$ cat config.mk
export PLATFORM = sky130hd
export DESIGN_NAME = dmem_sync
export DESIGN_NICKNAME = d
export VERILOG_FILES = /design/src/rtl/dmem_pkg.sv /design/src/rtl/dmem_array.sv /design/src/rtl/dmem_sync.sv
export SDC_FILE = /design/constraint.sdc
export NUM_CORES = 1
export LEC_CHECK = 0
export CAP_MARGIN = 40
export CORE_MARGIN = 2
export CORE_UTILIZATION = 61
export DETAILED_ROUTE_END_ITERATION = 10
export PLACE_DENSITY = 0.79
export SLEW_MARGIN = 30
export SYNTH_ARGS = -nofsm -noshare
export SYNTH_HDL_FRONTEND = slang
export SYNTH_SLANG_ARGS = --single-unit
$ cat constraint.sdc
create_clock -name Clk -period 2.8 [get_ports Clk]
set_input_delay 0.56 -clock Clk [delete_from_list [all_inputs] [get_ports Clk]]
set_output_delay 0.56 -clock Clk [all_outputs]
set_load 0.02 [all_outputs]
$ cat src/rtl/dmem_pkg.sv
// Shared types, parameter defaults and init-pattern helper for the dmem_sync data memory.
// The DMEM_INIT_SWEEP_EN build option selects whether the init pattern is swept in after Clear.
package dmem_pkg;

    localparam int DATA_W_DEF   = 8;
    localparam int ADDR_W_DEF   = 8;
    localparam int DEPTH_DEF    = 32;
    localparam int STATE_W_DEF  = 3;
    localparam int WR_STATE_DEF = 3;

    typedef enum logic {
        S_INIT,
        S_RUN
    } dmem_state_e;

    // Lower half counts up from 0; upper half counts down from 0 modulo 2**DATA_W.
    // Returned as a signed int so that truncation to DATA_W yields the modular value.
    function automatic int init_pattern(input int idx, input int depth);
        return (idx < depth / 2) ? idx : -(idx - depth / 2);
    endfunction

endpackage

$ cat src/rtl/dmem_array.sv
// Plain storage array for dmem_sync: one write port and one synchronous, enabled read port.
// Contents are never reset.
module dmem_array #(
    parameter int DATA_W = 8,
    parameter int DEPTH  = 32,
    parameter int AW     = 5
) (
    input  logic              Clk,
    input  logic              wr_en,
    input  logic [AW-1:0]     wr_addr,
    input  logic [DATA_W-1:0] wr_data,
    input  logic              rd_en,
    input  logic [AW-1:0]     rd_addr,
    output logic [DATA_W-1:0] rd_data
);

    logic [DATA_W-1:0] mem [DEPTH];

    always_ff @(posedge Clk) begin
        if (wr_en) begin
            mem[wr_addr] <= wr_data;
        end
        if (rd_en) begin
            rd_data <= mem[rd_addr];
        end
    end

endmodule

$ cat src/rtl/dmem_sync.sv
// Synchronous data memory with a post-Clear init sweep, state-gated writes and range checking.
// Define DMEM_INIT_SWEEP_EN to sweep the init pattern in; otherwise the memory is ready one cycle after Clear.
module dmem_sync
    import dmem_pkg::*;
#(
    parameter int DATA_W   = DATA_W_DEF,
    parameter int ADDR_W   = ADDR_W_DEF,
    parameter int DEPTH    = DEPTH_DEF,
    parameter int STATE_W  = STATE_W_DEF,
    parameter int WR_STATE = WR_STATE_DEF
) (
    input  logic               Clk,
    input  logic               Clear,
    input  logic [STATE_W-1:0] state,
    input  logic               Req,
    input  logic               We,
    input  logic [ADDR_W-1:0]  Address,
    input  logic [DATA_W-1:0]  Write_Data,
    output logic [DATA_W-1:0]  Read_Data,
    output logic               Valid,
    output logic               Ready,
    output logic               Err
);

    localparam int AW = (DEPTH > 1) ? $clog2(DEPTH) : 1;
    localparam logic [ADDR_W:0] DEPTH_L = (ADDR_W + 1)'(DEPTH);

    dmem_state_e       fsm;
    logic              ready_q;
    logic              valid_q;
    logic              err_q;
    logic              zero_q;
    logic              accepted;
    logic              in_range;
    logic              rd_ok;
    logic              wr_ok;
    logic              arr_we;
    logic [AW-1:0]     arr_waddr;
    logic [DATA_W-1:0] arr_wdata;
    logic [DATA_W-1:0] arr_rdata;

    // Handshake: a request is taken on any rising edge where Req=1 and Ready=1; there is no
    // backpressure beyond Ready, and requests presented while Ready=0 are discarded, not held.
    assign accepted = Req && ready_q;
    assign in_range = {1'b0, Address} < DEPTH_L;
    assign rd_ok    = accepted && !We && in_range;
    assign wr_ok    = accepted && We && in_range && (state == STATE_W'(WR_STATE));

`ifdef DMEM_INIT_SWEEP_EN
    logic [AW-1:0] init_cnt;

    assign arr_we    = (fsm == S_INIT) || wr_ok;
    assign arr_waddr = (fsm == S_INIT) ? init_cnt : Address[AW-1:0];
    assign arr_wdata = (fsm == S_INIT) ? DATA_W'(init_pattern(int'(init_cnt), DEPTH)) : Write_Data;
`else
    assign arr_we    = wr_ok;
    assign arr_waddr = Address[AW-1:0];
    assign arr_wdata = Write_Data;
`endif

    dmem_array #(
        .DATA_W (DATA_W),
        .DEPTH  (DEPTH),
        .AW     (AW)
    ) u_array (
        .Clk     (Clk),
        .wr_en   (arr_we),
        .wr_addr (arr_waddr),
        .wr_data (arr_wdata),
        .rd_en   (rd_ok),
        .rd_addr (Address[AW-1:0]),
        .rd_data (arr_rdata)
    );

    always_ff @(posedge Clk or posedge Clear) begin
        if (Clear) begin
            fsm     <= S_INIT;
            ready_q <= 1'b0;
            valid_q <= 1'b0;
            err_q   <= 1'b0;
            zero_q  <= 1'b1;
`ifdef DMEM_INIT_SWEEP_EN
            init_cnt <= '0;
`endif
        end else begin
            valid_q <= accepted && !We;
            err_q   <= accepted && !in_range;
            // Out-of-range reads return zero without disturbing the array's read register.
            if (accepted && !We) begin
                zero_q <= !in_range;
            end
            case (fsm)
                S_INIT: begin
`ifdef DMEM_INIT_SWEEP_EN
                    if (init_cnt == AW'(DEPTH - 1)) begin
                        fsm     <= S_RUN;
                        ready_q <= 1'b1;
                    end else begin
                        init_cnt <= init_cnt + 1'b1;
                    end
`else
                    fsm     <= S_RUN;
                    ready_q <= 1'b1;
`endif
                end
                S_RUN:   ready_q <= 1'b1;
                default: fsm <= S_INIT;
            endcase
        end
    end

    assign Read_Data = zero_q ? '0 : arr_rdata;
    assign Valid     = valid_q;
    assign Ready     = ready_q;
    assign Err       = err_q;

endmodule

==> results.yml <==
global_routing:
  met2_usage_pct: 44.3
  grt_max_degree: 34
  grt_pass1_wl_microns: 35700
  met1_usage_pct: 36.2
  globalRouteMet3Util_pct: 5.16
  antenna_found_initial: 0
  gr-total-overflow: 0
  busiest_layer: "met2"
  grt_pass1_vias: 5839
  global_route.usage.total_pct: 27.0
synthesis:
  yosysWarnings: 0
  yosysUniqueCellTypes: 33
  synth_area_per_cell_sq_um: 17.6
  seq_area_frac_synth_pct: 76.1
  synth_cells: 600
  syn_nets: 623
  mappedNetlistArea_sq_mm: 0.0105
  ys_seq_elements: 268
floorplan:
  ios: 34
  std_cell_rows: 48
  die_w_microns: 135
  fp.dieArea_sq_mm: 0.0184
  dieHeight_microns: 135
  core-area_sq_mm: 0.0171
  initial_core_util_pct: 61.6
clock_network:
  cts_buffers: 26
  cts_hold_buffers: 0
  post-cts-setup-buffers: 0
  root_buffer: "clkbuf_16"
  clock-sinks: 268
  htreeDepth: 1
  clkTransAtPathRegs_ns: 0.06
  cts_tree: "yes"
  cts.repair.resized: 0
  clk_latency_ns: 0.52
  clockBufferDepth: 3
sta:
  rsz0062_at_grt: "no"
  finalClockSkew_ns: 0.00874
  tightest_slew_ns: 0.662
  final_hold_viol_count: 0
  fmax_ghz: 0.402
  period_needed_ns: 2.49
  slew_headroom_pct: 55.7
  setup_violations: 0
  setup_tns_ns: 0
  min_period_over_period_pct: 88.9
  slew_violations: 0
place:
  placed_cells: 887
  place.port_buffers: 33
  hpwl_microns: 15200
  gp_congestion: 0.914
pwr:
  ir_drop_mv: 0.556
  power_density_mw_per_mm2: 661
  p_leak_nw: 4.32
drt:
  via_count: 6009
  vias_per_cell: 6.43
  drc_errors: 0
  wl_per_cell_microns: 25.8
  detail-route-antenna-nets: 0
  drt-total-wl_microns: 24100
  drt_pass1_iterations: 5
  drtIter0Drc: 877
worst_setup_path:
  endpoint_kind: "flop"
  ff2ff_path_depth: 5
  critPathLaunchType: "input port"
  critical_path.cell_chain: "clkdlybuf4s50_1 > buf_4 > nand4bb_1 > o22ai_1 > nor4_1 > buf_4 > nand2_1"
  worst-endpoint-required_ns: 3.07
  rr_endpoint: "u_array.mem[27][6]$_DFFE_PP_"
  cpPeakStageDelay_ns: 0.60
  path_max_fanout: 9
  slowest_stage: "nor4_1"
  r2r_start: "Ready$_DFF_PP0_"
  ff2ff_setup_slack_ns: 0.72
  crit_arrival_ns: 2.76
  cpMostUsedCell: "buf_4"
  crit_type: "in2reg"
min_path:
  hold_path_class: "in2async"
status:
  outcome: "finished clean"
final_layout:
  nets: 713
  instances_no_fill: 934
  area.growth.synth_to_final_pct: 16.6
  drive_gt1_share_pct: 15.7
flow_run:
  drv_cap: 0
-- cell usage in the layout (no fill, tap or decap), drive strengths merged --
cell type | netlist | layout
nor2b | 9 | 9
edfxtp | 264 | 264
dfstp | 1 | 1
nand2 | 13 | 13
or4b | 4 | 4
nand2b | 1 | 1
inv | 1 | 1
clkdlybuf4s50 | 0 | 32
nor4 | 17 | 17
or3b | 2 | 2
o22ai | 64 | 64
nor2 | 32 | 32
nor3 | 6 | 6
nand4 | 1 | 1
mux2i | 128 | 128
conb | 1 | 1
nand4b | 5 | 5
nand3 | 2 | 2
bufinv | 0 | 1
buf | 27 | 64
nand3b | 3 | 3
clkinv | 0 | 9
or3 | 2 | 2
diode | 0 | 1
clkbuf | 7 | 35
dfrtp | 3 | 3
or4 | 1 | 1
clkinvlp | 0 | 1
nand4bb | 6 | 6
-- how the worst max path moves through the flow --
stage	startpoint	to	slack (ns)	cells past startpoint
2_1_floorplan	Address[7]	u_array.mem[24][0]$_DFFE_PP_	0.36	5
4_1_cts	Address[3]	u_array.rd_data[6]$_DFFE_PP_	0.46	7
5_1_grt	Address[0]	u_array.rd_data[6]$_DFFE_PP_	0.27	7
6_report	Address[0]	u_array.rd_data[6]$_DFFE_PP_	0.31	7
3_5_place_dp	Address[3]	u_array.rd_data[6]$_DFFE_PP_	-0.08	7
3_3_place_gp	Address[3]	u_array.rd_data[6]$_DFFE_PP_	0.01	7
-- kinds of logic after synthesis --
family                 Yosys count  share of synthesized area, %
and+or+nand+nor                104                          5.98
other                            1                        0.0356
buffers and inverters           35                          1.92
AOI/OAI and AO/OA               64                          3.80
DFF                            268                          76.1
muxes                          128                          12.1
-- per-layer routing --
layer,up-vias,wire length (microns),share of wire (%)
li1,2584,-,-
met1,2956,9100,38
met2,394,11700,49
met3,75,2230,9.2
met4,0,1020,4.2
met5,-,0,0
-- critical path, delay by kind of cell --
kind / cells / cell delay (ns)
buffers and inverters: 3 / 1.05
AND/OR/NAND/NOR: 3 / 0.96
AO/OA/AOI/OAI: 1 / 0.18
-- synth_stat cells (all sizes together) --
master	number	area, sq um
nor2	32	120
edfxtp	264	7930
o22ai	64	400
nand4	1	6.26
nand2	13	48.8
dfrtp	3	75.1
nand3b	3	26.3
buf	27	166
mux2i	128	1280
inv	1	3.75
or3b	2	17.5
nor4	17	113
nand3	2	15.0
conb	1	3.75
dfstp	1	26.3
or4b	4	40.0
nor3	6	35.0
nand4bb	6	67.6
clkbuf	7	32.5
nor2b	9	56.3
nand4b	5	50.0
nand2b	1	6.26
or3	2	17.5
or4	1	11.3
-- sequential cells by signal (all words and copies together), names as in the netlist --
| register | flops |
|---|---|
| u_array.rd_data | 8 |
| u_array.mem | 256 |
| Err | 1 |
| Ready | 1 |
| zero_q | 1 |
| Valid | 1 |
-- power breakdown --
part / switching [mW] / internal [mW] / total, mW
registers: 0.00445 / 4.41 / 4.42
clock network: 1.40 / 1.90 / 3.30
logic: 0.249 / 0.160 / 0.408
total: 1.65 / 6.47 / 8.13
-- final cells by class --
| type | count | area, sq um |
|---|---|---|
| Antenna cell | 1 | 2.50 |
| Multi-Input combinational cell | 297 | 2320 |
| Clock buffer | 35 | 726 |
| Tap cell | 225 | 282 |
| Inverter | 1 | 3.75 |
| Timing Repair Buffer | 96 | 855 |
| Fill cell | 1039 | 4820 |
| Clock inverter | 11 | 82.6 |
| Sequential cell | 268 | 8030 |
-- per-stage QoR --
step / worst slack, ns / hold WS [ns] / power [mW] / cell area [sq um] / utilization, %
floorplan: 0.356 / 0.325 / 4.70 / 10500 / -
global placement: 0.0148 / 0.539 / 4.89 / 11500 / 67.1
detailed placement: -0.0806 / 0.577 / 4.90 / 11500 / 67.1
CTS: 0.464 / 0.221 / 8.16 / 12300 / 71.8
global route: 0.269 / 0.244 / 8.33 / 12300 / 71.8
finish: 0.310 / 0.221 / 8.13 / 12300 / 71.8
No activity file was read; power rests on OpenSTA's default activity.
